$ cat src/rtl/mydesign_pipe_pkg.sv
`default_nettype none
// +--------------------------------------------------------------------+
// | mydesign_pipe_pkg : shared sizing and legality helpers             |
// | Rev 1.0                                                            |
// +--------------------------------------------------------------------+
package mydesign_pipe_pkg;

  localparam int MAX_PIPE = 8;

  function automatic int occ_w(input int n_pipe);
    return $clog2(n_pipe + 1);
  endfunction

  function automatic bit params_legal(input int n_pipe, input int reg_inputs);
    return (n_pipe >= 1) && (n_pipe <= MAX_PIPE) &&
           ((reg_inputs == 0) || ((reg_inputs == 1) && (n_pipe >= 2)));
  endfunction

  function automatic int stage0_w(input int reg_inputs, input int n_in, input int n_out);
    return (reg_inputs != 0) ? 2 * n_in : n_out;
  endfunction

endpackage
`default_nettype wire

$ cat src/rtl/mydesign_comb.sv
`default_nettype none
// +--------------------------------------------------------------------+
// | mydesign_comb : combinational datapath, A*B reduced to N_OUT bits  |
// | Rev 1.0                                                            |
// +--------------------------------------------------------------------+
module mydesign_comb #(
  parameter int N_IN  = 4,
  parameter int N_OUT = 6
) (
  input  logic [N_IN-1:0]  operand_a_i,
  input  logic [N_IN-1:0]  operand_b_i,
  output logic [N_OUT-1:0] result_o
);

  logic [2*N_IN-1:0] w_prod;

  assign w_prod   = operand_a_i * operand_b_i;
  assign result_o = N_OUT'(w_prod);

endmodule
`default_nettype wire

$ cat src/rtl/mydesign_pipe_stage.sv
`default_nettype none
// +--------------------------------------------------------------------+
// | mydesign_pipe_stage : one valid+data pipeline register             |
// | Rev 1.0                                                            |
// +--------------------------------------------------------------------+
module mydesign_pipe_stage #(
  parameter int W = 8
) (
  input  logic         clk_ci,
  input  logic         rst_ni,
  input  logic         load,
  input  logic         v_in,
  input  logic [W-1:0] d_in,
  output logic         v_q,
  output logic [W-1:0] d_q
);

  // Data only captures valid payloads so the output holds its last value across bubbles.
  always_ff @(posedge clk_ci or negedge rst_ni) begin
    if (!rst_ni) begin
      v_q <= 1'b0;
      d_q <= '0;
    end else if (load) begin
      v_q <= v_in;
      if (v_in) begin
        d_q <= d_in;
      end
    end
  end

endmodule
`default_nettype wire

$ cat src/rtl/mydesign_pipe_top.sv
`default_nettype none
// +--------------------------------------------------------------------+
// | mydesign_pipe_top : elastic valid/ready pipeline around comb core  |
// | Rev 1.0                                                            |
// +--------------------------------------------------------------------+
module mydesign_pipe_top
  import mydesign_pipe_pkg::*;
#(
  parameter int N_IN       = 4,
  parameter int N_OUT      = 6,
  parameter int N_PIPE     = 2,
  parameter int REG_INPUTS = 1
) (
  input  logic                        clk_ci,
  input  logic                        rst_ni,
  input  logic                        valid_i,
  output logic                        ready_o,
  input  logic [N_IN-1:0]             operand_a_i,
  input  logic [N_IN-1:0]             operand_b_i,
  output logic                        valid_o,
  input  logic                        ready_i,
  output logic [N_OUT-1:0]            result_o,
  output logic [occ_w(N_PIPE)-1:0]    occupancy_o
);

  localparam int OCC_W    = occ_w(N_PIPE);
  localparam int STAGE0_W = stage0_w(REG_INPUTS, N_IN, N_OUT);

  if (!params_legal(N_PIPE, REG_INPUTS)) begin : g_param_check
    $error("mydesign_pipe_top: illegal N_PIPE/REG_INPUTS combination");
  end

  logic [N_PIPE-1:0] w_v;
  logic [N_PIPE-1:0] w_adv;
  logic [N_OUT-1:0]  w_d [N_PIPE];
  logic [N_IN-1:0]   w_comb_a;
  logic [N_IN-1:0]   w_comb_b;
  logic [N_OUT-1:0]  w_comb_res;
  logic              w_in_xfer;
  logic              w_out_xfer;
  logic [OCC_W-1:0]  r_occ;

  // Ready chain: a stage may load if it is empty or its successor moves.
  always_comb begin
    w_adv = '0;
    w_adv[N_PIPE-1] = ~w_v[N_PIPE-1] | ready_i;
    for (int k = N_PIPE - 2; k >= 0; k--) begin
      w_adv[k] = ~w_v[k] | w_adv[k+1];
    end
  end

  (* dont_touch = "true" *)
  mydesign_comb #(
    .N_IN (N_IN),
    .N_OUT(N_OUT)
  ) u_comb (
    .operand_a_i(w_comb_a),
    .operand_b_i(w_comb_b),
    .result_o   (w_comb_res)
  );

  if (REG_INPUTS != 0) begin : g_reg_in
    logic [STAGE0_W-1:0] w_ops_q;

    mydesign_pipe_stage #(.W(STAGE0_W)) u_stage0 (
      .clk_ci(clk_ci),
      .rst_ni(rst_ni),
      .load  (w_adv[0]),
      .v_in  (valid_i),
      .d_in  ({operand_a_i, operand_b_i}),
      .v_q   (w_v[0]),
      .d_q   (w_ops_q)
    );

    assign w_comb_a = w_ops_q[2*N_IN-1:N_IN];
    assign w_comb_b = w_ops_q[N_IN-1:0];
    assign w_d[0]   = w_comb_res;
  end else begin : g_comb_in
    assign w_comb_a = operand_a_i;
    assign w_comb_b = operand_b_i;

    mydesign_pipe_stage #(.W(STAGE0_W)) u_stage0 (
      .clk_ci(clk_ci),
      .rst_ni(rst_ni),
      .load  (w_adv[0]),
      .v_in  (valid_i),
      .d_in  (w_comb_res),
      .v_q   (w_v[0]),
      .d_q   (w_d[0])
    );
  end

  for (genvar k = 1; k < N_PIPE; k++) begin : g_stage
    mydesign_pipe_stage #(.W(N_OUT)) u_stage (
      .clk_ci(clk_ci),
      .rst_ni(rst_ni),
      .load  (w_adv[k]),
      .v_in  (w_v[k-1]),
      .d_in  (w_d[k-1]),
      .v_q   (w_v[k]),
      .d_q   (w_d[k])
    );
  end

  assign ready_o    = w_adv[0];
  assign valid_o    = w_v[N_PIPE-1];
  assign result_o   = w_d[N_PIPE-1];
  assign w_in_xfer  = valid_i & ready_o;
  assign w_out_xfer = valid_o & ready_i;

  always_ff @(posedge clk_ci or negedge rst_ni) begin
    if (!rst_ni) begin
      r_occ <= '0;
    end else if (w_in_xfer && !w_out_xfer) begin
      r_occ <= r_occ + OCC_W'(1);
    end else if (!w_in_xfer && w_out_xfer) begin
      r_occ <= r_occ - OCC_W'(1);
    end
  end

  assign occupancy_o = r_occ;

  a_occ_matches_valids : assert property (
    @(posedge clk_ci) disable iff (!rst_ni) r_occ == OCC_W'($countones(w_v))
  );

endmodule
`default_nettype wire

$ cat config.mk
export PLATFORM = sky130hd
export DESIGN_NAME = mydesign_pipe_top
export DESIGN_NICKNAME = d
export VERILOG_FILES = /design/src/rtl/mydesign_pipe_pkg.sv /design/src/rtl/mydesign_comb.sv /design/src/rtl/mydesign_pipe_stage.sv /design/src/rtl/mydesign_pipe_top.sv
export SDC_FILE = /design/constraint.sdc
export NUM_CORES = 1
export LEC_CHECK = 0
export ABC_AREA = 1
export BUFFER_PORTS_ARGS = -buffer_cell sky130_fd_sc_hd__buf_2
export CAP_MARGIN = 5
export CORE_MARGIN = 2
export CORE_UTILIZATION = 24
export DETAILED_ROUTE_END_ITERATION = 8
export HOLD_SLACK_MARGIN = 0.15
export PLACE_DENSITY = 0.39
export SYNTH_ARGS = -nofsm -noshare
export SYNTH_HDL_FRONTEND = slang
export SYNTH_SLANG_ARGS = --single-unit
$ cat constraint.sdc
create_clock -name clk_ci -period 6.8 [get_ports clk_ci]
set_input_delay 1.7 -clock clk_ci [delete_from_list [all_inputs] [get_ports clk_ci]]
set_output_delay 1.7 -clock clk_ci [all_outputs]
set_load 0.05 [all_outputs]
## Word-level counts from Yosys, hierarchy flattened

Index checks and enable logic that the tools add are counted.

- Register bits: 18
- Output and inout bits: 10
- Logic and storage cells: 23

- $add $sub $neg: 2
- $mul: 1
- Mux-type cells: 2
- Bitwise operators: 6
- Reductions and logical operators: 7

Operator list:

| cell | count |
|---|---|
| $mul A4 B4 Y6 | 1 |
| $mux W2 | 2 |
| $reduce_and A2 Y1 | 2 |
| $add A2 B1 Y2 const B | 1 |
| $and A1 B1 Y1 | 2 |
| $logic_and A1 B1 Y1 | 2 |
| $logic_not A1 Y1 | 2 |
| $not A1 Y1 | 2 |
| $or A1 B1 Y1 | 2 |
| $reduce_bool A2 Y1 | 1 |
| $sub A2 B1 Y2 const B | 1 |

## Depth between registers and ports, before layout

- Depth after elaboration: 8
- Gate-level depth with buffers: 13
- Depth with buffers taken out: 13

## By module

From an unflattened synthesis, not the netlist that was laid out.

- Cell total of the unflattened synthesis: 157
- Area, all modules: 1184.9 µm²

By module, submodules not included:

| module | instances | cells an instance | area each (µm²) |
|---|---|---|---|
| mydesign_comb | 1 | 66 | 385.4 |
| mydesign_pipe_stage (g_reg_in.u_stage0) | 1 | 38 | 384.1 |
| mydesign_pipe_stage (g_stage[1].u_stage) | 1 | 29 | 267.8 |
| mydesign_pipe_top | 1 | 24 | 147.6 |

## Worst setup path before layout

Ideal clock, no wire load.

- Path type: in2out
- Start: input ready_i
- End: output ready_o
- Data arrival time: 2025 ps
- Required time: 5100 ps
- Slack: 3075 ps
- Cell stages on the path: 2
- Cells stage by stage: inv_1 > nand3_2

- Cells in the longest elaborated chain, start to end: 2

RTL lines:

| element | RTL line | text |
|---|---|---|
| start, declared | mydesign_pipe_top.sv:21 | `input logic ready_i,` |
| $or A1 B1 Y1 | mydesign_pipe_top.sv:46 | `w_adv[N_PIPE-1] = ~w_v[N_PIPE-1] \| ready_i;` |
| $or A1 B1 Y1 | mydesign_pipe_top.sv:48 | `w_adv[k] = ~w_v[k] \| w_adv[k+1];` |
| end, declared | mydesign_pipe_top.sv:17 | `output logic ready_o,` |

No other way between the ends.

## Worst setup path after layout

Same ends and word-level chain as after synthesis.

==> metrics.yaml <==
run_status:
  run_status: "completed"
logic_synthesis:
  synthDominantCellAreaShare_pct: 41.2
  summed_instance_area_of_the_synthesized_netlist_mm2: 0.00109
  yosysUniqueCellTypes: 14
  netlist.top_cell.by_area: "sky130_fd_sc_hd__dfrtp_1"
  synth-seq-cells: 18
  seq_area_frac_synth_pct: 41.2
  syn_inst: 140
  synth-warning-count: 0
  netlist_top_cells_area: "sky130_fd_sc_hd__dfrtp_1 (41%), sky130_fd_sc_hd__nand2_1 (22%), sky130_fd_sc_hd__ha_1 (9.2%)"
  postSynthAreaPerCell_um2: 7.80
  syn-num-nets: 164
place:
  number_of_i_o_port_buffers: 21
  globalplace.congestion: 0.731
  dp.final_hpwl_um: 1750
final_layout:
  finalCoreUtilization_pct: 29.9
  layout.filler_cells: 481
  layout-area-overhead-vs-synth_pct: 19.9
  layout-drive-gt1-share_pct: 17.1
  register_area_um2: 450
  insertedDiodeCount: 0
  finalNetCount: 189
  multi_input_comb_area_um2: 552
timing:
  finalHoldViolations: 0
  timing.final.max_slew_violations: 0
  setup_viol_count_final: 0
  hold-worst-slack_ns: 0.469
  totalNegativeSetupSlack_ns: 0
  max_slew_margin_pct: 72.5
  least_margin_pin_slew_ns: 0.412
  setup_repair_after_global_routing_missed_its_margin: "false"
  post-route-period-util_pct: 57.2
  finalCriticalPeriod_ns: 3.89
  fmax_mhz: 257
  finalClockSkew_ns: 0.00452
worst_setup_path:
  crit_required_ns: 5.10
  ordered_cell_list_for_the_critical_path: "buf_2 -> inv_1 -> nand3_2 -> buf_2"
  worst_setup_sp: "ready_i"
  r2r_end: "g_stage[1].u_stage.d_q[5]$_DFFE_PN0P_"
  cpMostUsedCell: "sky130_fd_sc_hd__buf_2"
  cp.depth: 4
  critical_path_arrival_ns: 2.19
  rr_worst_depth: 11
  critPathBufInv: 3
  critical_path_class: "input pin to output pin"
  max_stage_delay_ns: 0.23
  critical_path.max_fanout: 3
  rrSetupSlack_ns: 4.27
  critical_path.endpoint: "ready_o"
  crit_path_start_kind: "input pin"
  r2r_start: "g_reg_in.u_stage0.d_q[2]$_DFFE_PN0P_"
  critical_path.slowest_cell: "sky130_fd_sc_hd__buf_2"
  cp_top_family: "buffers and inverters"
  critical_path.endpoint_type: "output pin"
clock_tree:
  htreeDepth: 1
  cts.reportedPaths.clkPinSlew_ns: 0.07
  tritoncts: "built"
  worstSkewPairLatency_ns: 0.25
  cts_root_cell: "sky130_fd_sc_hd__clkbuf_8"
  hold_fix_buffers_at_cts: 0
  postCtsSetupRepairBufs: 0
  cts_resized: 0
  numCtsBuffers: 3
  cts_max_path_buffers: 2
  cts.sinks: 18
run:
  maxCapViolations: 0
floorplanning:
  fp.dieW_um: 71.5
  core-area_mm2: 0.00438
  design.die.area_mm2: 0.00511
  initial_core_util_pct: 24.9
  die-height_um: 71.5
  top_level_ports: 22
  std_cell_rows: 24
routing:
  dr.first_iter.drc_count: 14
  maxUsedRoutingLayer: "met4"
  num_vias: 905
  drc_errors: 0
  routedWlPerCell_um: 10.2
  antenna_left: 0
  wirelength_um: 2200
  post_drt_via_cell_ratio: 4.19
  met3_wirelength_um: 125
  detailedRoute.firstPassIterationCount: 4
  m1WireLength_um: 1090
  detailroute.wirelength.met2_um: 972
global_routing:
  grt.overflow.total: 0
  vias_in_the_first_global_route: 916
  antenna_violations_before_repair: 0
  first_pass_grt_wire_length_um: 4120
  grt_max_degree: 19
  grt.total_usage_pct: 9.98
pwr:
  vdd_ir_drop_max_mv: 0.186
  p_leak_nw: 0.777
  power_per_cell_area_mw_per_mm2: 338
worst_hold_path:
  min_delay_worst_type: "register to register"
## state kept, by name, indices dropped and copies added, names as in the netlist
name / flops
g_stage.u_stage.v_q: 1
g_reg_in.u_stage0.d_q: 8
g_stage.u_stage.d_q: 6
g_reg_in.u_stage0.v_q: 1
occupancy_o: 2
## layer usage
layer	GRT usage, %	up-vias
li1	-	471
met1	13.7	403
met2	15.9	29
met3	2.95	2
met4	1.47	0
met5	0	-
## cells in the final DEF (no fill, tap or decap), drive strengths merged
master / instances
a21oi: 2
buf: 21
clkbuf: 4
dfrtp: 18
fa: 4
ha: 8
inv: 22
nand2: 66
nand3: 12
o21ai: 4
xnor2: 2
xor2: 1
## worst min-delay path by stage
stage                                               start                               endpoint  slack (ns)  cells after the start
CTS                            occupancy_o[1]$_DFFE_PN0P_             occupancy_o[1]$_DFFE_PN0P_        0.48                      1
global placement    g_stage[1].u_stage.d_q[2]$_DFFE_PN0P_  g_stage[1].u_stage.d_q[2]$_DFFE_PN0P_        0.46                      2
global route        g_stage[1].u_stage.d_q[1]$_DFFE_PN0P_  g_stage[1].u_stage.d_q[1]$_DFFE_PN0P_        0.50                      2
detailed placement             occupancy_o[1]$_DFFE_PN0P_             occupancy_o[1]$_DFFE_PN0P_        0.46                      1
floorplan            g_reg_in.u_stage0.d_q[0]$_DFFE_PN0P_   g_reg_in.u_stage0.d_q[0]$_DFFE_PN0P_        0.51                      2
finish                         occupancy_o[1]$_DFFE_PN0P_             occupancy_o[1]$_DFFE_PN0P_        0.47                      1
## logic make-up after synthesis
family / share of synthesized area (%)
simple gates: 28.9
flops: 41.2
buf+inv: 8.25
fa+ha+maj: 16.5
xor+xnor: 2.41
compound gates: 2.75
## cell usage after synthesis
| cell | count |
|---|---|
| sky130_fd_sc_hd__nand2_1 | 65 |
| sky130_fd_sc_hd__inv_1 | 21 |
| sky130_fd_sc_hd__dfrtp_1 | 18 |
| sky130_fd_sc_hd__nand3_1 | 11 |
| sky130_fd_sc_hd__ha_1 | 8 |
| sky130_fd_sc_hd__fa_1 | 4 |
| sky130_fd_sc_hd__o21ai_0 | 4 |
| sky130_fd_sc_hd__a21oi_1 | 2 |
| sky130_fd_sc_hd__xnor2_1 | 2 |
| sky130_fd_sc_hd__buf_4 | 1 |
| sky130_fd_sc_hd__inv_2 | 1 |
| sky130_fd_sc_hd__nand2_2 | 1 |
| sky130_fd_sc_hd__nand3_2 | 1 |
| sky130_fd_sc_hd__xor2_1 | 1 |
## final cells by class
class	instances	share of cell area (%)
Clock buffer	4	4.20
Inverter	22	6.30
Timing Repair Buffer	21	8.02
Sequential cell	18	34.4
Tap cell	52	4.97
Multi-Input combinational cell	99	42.1
## stage by stage
step | area [um2] | setup WS (ns) | power (mW) | std cells
2_1_floorplan | 1090 | 3.07 | 0.314 | 140
3_5_place_dp | 1250 | 2.91 | 0.362 | 212
3_3_place_gp | 1250 | 2.93 | 0.360 | 212
5_1_grt | 1310 | 2.87 | 0.480 | 216
6_report | 1310 | 2.91 | 0.443 | 216
4_1_cts | 1310 | 2.90 | 0.454 | 216
## report_power, final
| part | internal, mW | switching, mW | leakage (nW) |
|---|---|---|---|
| registers | 0.136 | 0.0245 | 0.221 |
| clock network | 0.0514 | 0.0353 | 0.0288 |
| logic | 0.0562 | 0.140 | 0.527 |
Power figures use the tool's default switching activity.
